### config.mk
export PLATFORM = sky130hd
export DESIGN_NAME = uart_bus_arbiter
export DESIGN_NICKNAME = d
export VERILOG_FILES = /design/src/rtl/uart_arb_pkg.sv /design/src/rtl/rr_arb2.sv /design/src/rtl/uart_bus_arbiter.sv
export SDC_FILE = /design/constraint.sdc
export NUM_CORES = 1
export LEC_CHECK = 0
export ABC_AREA = 1
export CORE_AREA = 5 5 115 117
export DETAILED_ROUTE_END_ITERATION = 6
export DIE_AREA = 0 0 120 122
export GPL_ROUTABILITY_DRIVEN = 0
export PLACE_DENSITY = 0.73
export SYNTH_ARGS = -nofsm -noshare
export SYNTH_HDL_FRONTEND = slang
export SYNTH_SLANG_ARGS = --single-unit
### constraint.sdc
create_clock -name sys_clk -period 1.5 [get_ports sys_clk]
set_input_delay 0.3 -clock sys_clk [delete_from_list [all_inputs] [get_ports sys_clk]]
set_output_delay 0.3 -clock sys_clk [all_outputs]
set_load 0.01 [all_outputs]
### src/rtl/uart_arb_pkg.sv
// Shared types for the UART register-port arbiter: FSM states, master index,
// and the timeout counter width.
package uart_arb_pkg;
  localparam int TIMEOUT_W = 16;

  typedef enum logic [1:0] {
    ARB_IDLE,
    ARB_ISSUE,
    ARB_RESP
  } arb_state_e;

  typedef logic mst_idx_t;
endpackage

### src/rtl/rr_arb2.sv
// Two-requester round-robin grant; the pointer moves to the loser of each grant
// so a continuously requesting pair alternates.
module rr_arb2
  import uart_arb_pkg::*;
(
  input  logic       sys_clk,
  input  logic       sys_rst,
  input  logic [1:0] req_i,
  input  logic       advance_i,
  output logic [1:0] gnt_o
);

  mst_idx_t prio_q, prio_d;

  always_comb begin
    gnt_o = req_i;
    if (req_i == 2'b11) gnt_o = (prio_q == 1'b0) ? 2'b01 : 2'b10;
  end

  always_comb begin
    prio_d = prio_q;
    if (advance_i && (gnt_o != 2'b00)) prio_d = gnt_o[0];
  end

  always_ff @(posedge sys_clk or posedge sys_rst) begin
    if (sys_rst) prio_q <= 1'b0;
    else         prio_q <= prio_d;
  end

endmodule

### src/rtl/uart_bus_arbiter.sv
// Shares the UART register slave port between CPU (m0) and debug loader (m1),
// one transaction at a time, with a stall timeout on the slave ack.
module uart_bus_arbiter
  import uart_arb_pkg::*;
#(
  parameter int unsigned TIMEOUT = 1024
) (
  input  logic        sys_clk,
  input  logic        sys_rst,
  input  logic        m0_stb,
  input  logic        m0_we,
  input  logic [31:0] m0_adr,
  input  logic [31:0] m0_dat_i,
  output logic [31:0] m0_dat_o,
  output logic        m0_ack,
  output logic        m0_err,
  input  logic        m1_stb,
  input  logic        m1_we,
  input  logic [31:0] m1_adr,
  input  logic [31:0] m1_dat_i,
  output logic [31:0] m1_dat_o,
  output logic        m1_ack,
  output logic        m1_err,
  output logic        s_stb,
  output logic        s_we,
  output logic [31:0] s_adr,
  output logic [31:0] s_dat_o,
  input  logic [31:0] s_dat_i,
  input  logic        s_ack,
  output logic [1:0]  gnt
);

  // state     | meaning
  // ARB_IDLE  | no grant; pick a requester
  // ARB_ISSUE | s_stb high for the granted master, wait for ack or timeout
  // ARB_RESP  | s_stb low, ack (and err on timeout) to the granted master

  localparam logic [TIMEOUT_W-1:0] TO_LAST = TIMEOUT_W'(TIMEOUT - 1);

  arb_state_e           state_q, state_d;
  logic [1:0]           gnt_q, gnt_d, arb_gnt;
  logic [TIMEOUT_W-1:0] cnt_q, cnt_d;
  logic                 to_q, to_d;
  logic                 arb_adv;
  logic                 resp;

  rr_arb2 u_rr (
    .sys_clk   (sys_clk),
    .sys_rst   (sys_rst),
    .req_i     ({m1_stb, m0_stb}),
    .advance_i (arb_adv),
    .gnt_o     (arb_gnt)
  );

  always_comb begin
    state_d = state_q;
    gnt_d   = gnt_q;
    cnt_d   = cnt_q;
    to_d    = to_q;
    arb_adv = 1'b0;
    case (state_q)
      ARB_IDLE: begin
        if (m0_stb || m1_stb) begin
          state_d = ARB_ISSUE;
          gnt_d   = arb_gnt;
          arb_adv = 1'b1;
          cnt_d   = '0;
          to_d    = 1'b0;
        end
      end
      ARB_ISSUE: begin
        if (!s_ack) cnt_d = cnt_q + TIMEOUT_W'(1);
        if (s_ack) begin
          state_d = ARB_RESP;
        end else if (cnt_q == TO_LAST) begin
          state_d = ARB_RESP;
          to_d    = 1'b1;
        end
      end
      ARB_RESP: begin
        state_d = ARB_IDLE;
        gnt_d   = 2'b00;
      end
      default: begin
        state_d = ARB_IDLE;
        gnt_d   = 2'b00;
      end
    endcase
  end

  always_ff @(posedge sys_clk or posedge sys_rst) begin
    if (sys_rst) begin
      state_q <= ARB_IDLE;
      gnt_q   <= 2'b00;
      cnt_q   <= '0;
      to_q    <= 1'b0;
    end else begin
      state_q <= state_d;
      gnt_q   <= gnt_d;
      cnt_q   <= cnt_d;
      to_q    <= to_d;
    end
  end

  // Slave fields follow the granted master's live signals; zero with no grant.
  always_comb begin
    s_we    = 1'b0;
    s_adr   = '0;
    s_dat_o = '0;
    if (gnt_q[0]) begin
      s_we    = m0_we;
      s_adr   = m0_adr;
      s_dat_o = m0_dat_i;
    end else if (gnt_q[1]) begin
      s_we    = m1_we;
      s_adr   = m1_adr;
      s_dat_o = m1_dat_i;
    end
  end

  assign s_stb    = (state_q == ARB_ISSUE);
  assign resp     = (state_q == ARB_RESP);
  assign gnt      = gnt_q;
  assign m0_ack   = resp & gnt_q[0];
  assign m1_ack   = resp & gnt_q[1];
  assign m0_err   = m0_ack & to_q;
  assign m1_err   = m1_ack & to_q;
  assign m0_dat_o = (m0_ack && !to_q) ? s_dat_i : '0;
  assign m1_dat_o = (m1_ack && !to_q) ? s_dat_i : '0;

endmodule

## After elaboration in Yosys (flattened, before gate mapping)

Cells that the tools add are included.

- Equal/unequal tests: 8
- Reductions and logical operators: 12
- Add/subtract/negate cells: 1
- Bitwise operators: 5
- Multiplexer cells: 25

Operators by type and width:

| operator | number |
|---|---|
| 2-to-1 mux 32 bit | 6 |
| 2-to-1 mux 16 bit | 2 |
| case mux 16 bit (2 select lines) | 1 |
| adder 16 x 1 -> 16 bit (second input constant) | 1 |
| equality test 16 x 10 -> 1 bit (second input constant) | 1 |
| 2-to-1 mux 2 bit | 6 |
| case mux 2 bit (2 select lines) | 2 |
| 2-to-1 mux 1 bit | 7 |
| AND 1 bit | 4 |
| equality test 2 bit (second input constant) | 2 |
| inequality test 2 bit (second input constant) | 2 |
| AND reduction 2 bit | 2 |
| AND reduction 4 bit | 1 |
| nonzero test 2 bit | 2 |
| logical AND 1 bit | 3 |
| inequality test 3 x 1 -> 1 bit (second input constant) | 1 |
| AND reduction 3 bit | 1 |
| equality test 2 x 1 -> 1 bit (second input constant) | 1 |
| logical NOT 2 bit | 1 |
| inequality test 2 x 1 -> 1 bit (second input constant) | 1 |
| case mux 1 bit (2 select lines) | 1 |
| logical NOT 1 bit | 1 |
| logical OR 1 bit | 1 |
| NOT 1 bit | 1 |

- Flip-flop bits (word level): 22

## Logic depth before layout (Yosys ltp)

Gate-level depths: netlist (run 1).

- Depth after elaboration: 4
- Mapped depth: 9

## Cells and area by module

Synthesis (run 1) repeated with hierarchy kept, for this count alone.

- Cell total of the unflattened synthesis: 501
- Area, all modules: 2728.9 µm²

By module, submodules not included:

| module | times used | area an instance (µm²) | cells an instance | seq. area each (µm²) |
|---|---|---|---|---|
| uart_bus_arbiter | 1 | 2665.1 | 492 | 525.5 |
| rr_arb2 | 1 | 63.8 | 9 | 25.0 |

## Worst setup path before layout (run 1)

No wires, ideal clock.

- Kind: register to output
- Start point: register state_q[0]
- End point: output port m0_dat_o[10]
- Arrival: 1.255 ns
- Data required time: 1.200 ns
- Path buffers: 1
- Stages on the path, launching flop included: 5
- Slack: -0.055 ns
- Cells stage by stage: dfrtp_1 nor3_2 nand2_1 buf_2 nor2_1

- Longest elaborated chain between the ends: 4

Ends and longest elaborated chain:

| item | line | text |
|---|---|---|
| start, declared | uart_bus_arbiter.sv:40 | `arb_state_e state_q, state_d;` |
| start signal, assigned | uart_bus_arbiter.sv:98 | `state_q <= state_d;` |
| equality test 2 bit | uart_bus_arbiter.sv:122 | `assign resp = (state_q == ARB_RESP);` |
| AND 1 bit | uart_bus_arbiter.sv:124 | `assign m0_ack = resp & gnt_q[0];` |
| named net m0_ack | uart_bus_arbiter.sv:15 | `output logic m0_ack,` |
| logical AND 1 bit | uart_bus_arbiter.sv:128 | `assign m0_dat_o = (m0_ack && !to_q) ? s_dat_i : '0;` |
| 2-to-1 mux 32 bit | uart_bus_arbiter.sv:128 |  |
| end, declared | uart_bus_arbiter.sv:14 | `output logic [31:0] m0_dat_o,` |

The timed path passes the listed nets, and every way through them passes these cells.

## Worst setup path in the final report (run 1)

- Start point: register state_q[0]
- End point: output port m1_dat_o[18]

- Longest elaborated chain between the ends: 4

Ends and longest elaborated chain:

| item | line | text |
|---|---|---|
| equality test 2 bit | uart_bus_arbiter.sv:122 |  |
| AND 1 bit | uart_bus_arbiter.sv:125 | `assign m1_ack = resp & gnt_q[1];` |
| logical AND 1 bit | uart_bus_arbiter.sv:129 | `assign m1_dat_o = (m1_ack && !to_q) ? s_dat_i : '0;` |
| 2-to-1 mux 32 bit | uart_bus_arbiter.sv:129 |  |
| end, declared | uart_bus_arbiter.sv:21 | `output logic [31:0] m1_dat_o,` |

No other way between the ends.

==> results of run 1 <==
==> synth_stat cells, drive strengths merged <==
| cell | count |
|---|---|
| a21oi | 6 |
| a31oi | 1 |
| buf | 22 |
| clkbuf | 6 |
| dfrtp | 22 |
| ha | 1 |
| inv | 55 |
| nand2 | 175 |
| nand3 | 80 |
| nand4 | 4 |
| nor2 | 91 |
| nor3 | 7 |
| nor3b | 2 |
| nor4 | 2 |
| o21ai | 12 |
| o21bai | 1 |
| or2 | 1 |
| xnor2 | 1 |
==> registers in the layout, summed over array words and instances (netlist names) <==
register     flops
u_rr.prio_q      1
state_q          2
gnt              2
cnt_q           16
to_q             1
==> logic make-up (layout without fill, tap and decap cells) <==
family / after synthesis / after routing
buffers and inverters: 83 / 428
adder cells (fa/ha/maj): 1 / 1
flip-flops: 22 / 22
AO/OA/AOI/OAI: 20 / 20
XOR/XNOR: 1 / 1
AND/OR/NAND/NOR: 362 / 362
==> timing repair <==
| action | in CTS | in global routing |
|---|---|---|
| gates cloned | 4 | 9 |
| setup endpoints to repair | 136 | 151 |
| pin swaps | 10 | 34 |
| buffers inserted | 14 | 8 |
| resized for setup | 649 | 198 |
==> worst register-to-register path: stages (launching register included) <==
cell and delay, ns:
dfrtp_2 0.45, buf_6 0.14, buf_6 0.13, nor2_4 0.11, nand2_4 0.09, nand2_8 0.13, nand2_8 0.08, nor3b_2 0.19
nor2_1 0.05
==> final cells by class <==
cell class / instances / area [sq um] / share of cell area
flip-flops and latches: 22 / 554 / 0.0778
repair buffers: 369 / 3720 / 0.522
multi-input cells: 384 / 2360 / 0.331
clock buffers: 4 / 88.8 / 0.0125
inverters: 55 / 214 / 0.0300
well taps: 150 / 188 / 0.0263
==> routing by layer <==
metal | global-route usage | up-vias | part of all wire
li1 | - | 2221 | -
met1 | 0.269 | 2070 | 0.41
met2 | 0.328 | 186 | 0.48
met3 | 0.0743 | 21 | 0.098
met4 | 0.0387 | 0 | 0.015
met5 | 0 | - | 0
==> power by group through the flow <==
stage	Clock (mW)	Sequential [mW]	Combinational, mW
after floorplan	0	0.788	2.26
after global placement	0	0.764	5.85
after detailed placement	0	0.770	5.83
after CTS	0.644	0.777	6.43
after global routing	0.686	0.792	8.16
final	0.634	0.782	7.68
==> through the flow <==
| stage | worst slack, ns | TNS, ns | power, mW | std cells | utilization |
|---|---|---|---|---|---|
| after global routing | -0.360 | -37.61 | 9.64 | 984 | 0.581 |
| final | -0.298 | -29.18 | 9.10 | 984 | 0.581 |
| after floorplan | 0.00798 | 0 | 3.05 | 489 | - |
| after CTS | -0.284 | -26.54 | 7.85 | 972 | 0.501 |
| after global placement | -0.546 | -46.42 | 6.62 | 952 | 0.497 |
| after detailed placement | -0.522 | -47.31 | 6.60 | 952 | 0.497 |
==> final timing paths <==
| check | from | endpoint | slack [ns] | cells past startpoint |
|---|---|---|---|---|
| max | state_q[0]$_DFFE_PP0P_ | m1_dat_o[18] | -0.30 | 5 |
| max reg2reg | state_q[0]$_DFFE_PP0P_ | cnt_q[9]$_DFFE_PP0P_ | 0.01 | 8 |
| min reg2reg | cnt_q[1]$_DFFE_PP0P_ | cnt_q[1]$_DFFE_PP0P_ | 0.51 | 2 |
| min in group sys_clk | cnt_q[1]$_DFFE_PP0P_ | cnt_q[1]$_DFFE_PP0P_ | 0.51 | 2 |
| max in group asynchronous | sys_rst | gnt[1]$_DFFE_PP0P_ | 0.88 | 3 |
| min | sys_rst | state_q[1]$_DFFE_PP0P_ | 0.38 | 3 |
==> metrics.md, run 1 <==
| Metric | Value |
|---|---|
| Failing checks | `negative setup slack` |
| Post-Synth Simple-Gate Area | `0.610` |
| Initial antenna violation count | `0` |
| Internal Pwr Total | `5.00 mW` |
| Clock tree root driver cell | `clkbuf_16` |
| CTS tree | `done` |
| Worst-path cell chain | `nor3_4 > nand2_4 > clkbuf_16 > nor2_4 > buf_6` |
| RSZ-0062 raised after global routing | `yes` |
| Die ar. | `14,600 sq um` |
| Synthesis-stage register bit count | `22` |
| First-pass GRT wire length | `23.5 mm` |
| Leakage Power | `3.51 nW` |
| # DRC | `0` |
| Most area-hungry cell type in the Yosys netlist | `nand2_1` |
| Hold WC Path Type | `input pin to async pin` |
| Max Transition Viols Final | `0` |
| Slew HR | `0.792` |
| Combinational family with the most area after synthesis | `simple AND/OR/NAND/NOR gates` |
| Minimum clock period | `1.80 ns` |
| Commonest non-fill, non-tap cell in the layout | `clkdlybuf4s50_1` |
| Worst Skew | `0.00367 ns` |
| Final WL | `18.0 mm` |
| Most frequent cells in the layout | `clkdlybuf4s50_1, nand2_1, nand3_1, buf_6, buf_2` |
| Area grow syn2layout | `176%` |
| DIE WIDTH | `120 um` |
| Psw | `4.10 mW` |
| WL/cell | `18.2 um` |
| Synth cell types | `28` |
| Drt pass-1 iters | `4` |
| Largest net degree at the start of global routing | `33` |
| Worst path slowest cell | `dfrtp_2` |
| Post-Syn Area | `2580 sq um` |
| Initial drt markers | `241` |
| Critical path's largest stage delay | `0.45 ns` |
| Crit path buf inv count | `2` |
| # Max-Cap Violations | `0` |
| Arrival @ worst endpoint | `1.50 ns` |
| Remaining antenna violation count | `0` |
| Post-Synth Adder-Cell Area | `0.00485` |
| Pwr per Cell Area | `1280 nW/um^2` |
| Clock-pin slew on the worst setup and hold paths | `0.06 ns` |
| Core footprint | `12,300 sq um` |
| Top Ports | `303` |
| CP Capture Type | `output pin` |
| # rows | `41` |
| Synth top area share | `0.249` |
| Setup crit start kind | `flop` |
| Hold Fails Final Rpt | `0` |
| Worst-Skew Late Latency | `0.26 ns` |
| Nets | `1,003` |
| CP top delay family | `simple AND/OR/NAND/NOR gates` |
| H-tree levels | `1` |
| Dpl hpwl | `13.0 mm` |
| CTS Sinks | `22` |
| Crit Path Class | `flop to output pin` |
| Clock power share | `0.070` |
| Avg Inst Size Synth | `5.28 sq um` |
| Compound-Gate Fraction of Synth Area | `0.0403` |
| Hold WS | `0.381 ns` |
| Max Clk Rate | `556 MHz` |
| Clock buffer count from CTS | `3` |
| Mapped Cells | `489` |
| Final instance area | `7130 sq um` |
| Layout cells sized above 1 | `0.438` |
| Post-route setup slack | `-0.298 ns` |
| Worst Tran Pin Value | `0.310 ns` |
| DR vias | `4,498` |
| Area post-placement | `6090 sq um` |
| Vias in the first global route | `4,093` |
| Hold_buf cts | `0` |
| Status | `complete, but fails checks` |
| Longest Clk Path Bufs | `2` |
| # port buffers | `302` |
| Crit path required time | `1.20 ns` |
| Via density | `4.57` |
| Sequential Power Share | `0.086` |
| Effective utilization at floorplan | `0.210` |
| Combinational Power Share | `0.844` |
| YS warnings | `0` |
| Net Sw Frac | `0.451` |
| Post-Syn Nets | `657` |
| Gr ovfl total | `0` |
| Area share of xor/xnor cells in the synthesized design | `0.00339` |
| Tot GR Track Use | `0.205` |
| Max FO, Critical Path | `8` |
| Post-synthesis mux area share | `0` |
| Chip Height | `122 um` |
| Final setup vio count | `134` |
| Layout fillers | `1,129` |
| Seq/Total Area, Yosys | `0.213` |
| # diodes | `0` |
| Final period utilization | `1.20` |
| Area contributors post-synth | `nand2_1, dfrtp_1, nand3_1` |
| Max IR drop VDD | `0.000643 V` |
Note: power is estimated with default switching activity, not from simulation.
==> run 2: changes to the inputs <==
- CAP_MARGIN: not set -> 20
==> results of run 2 <==
Final layout, timing and power as in run 1 (identical DEF).
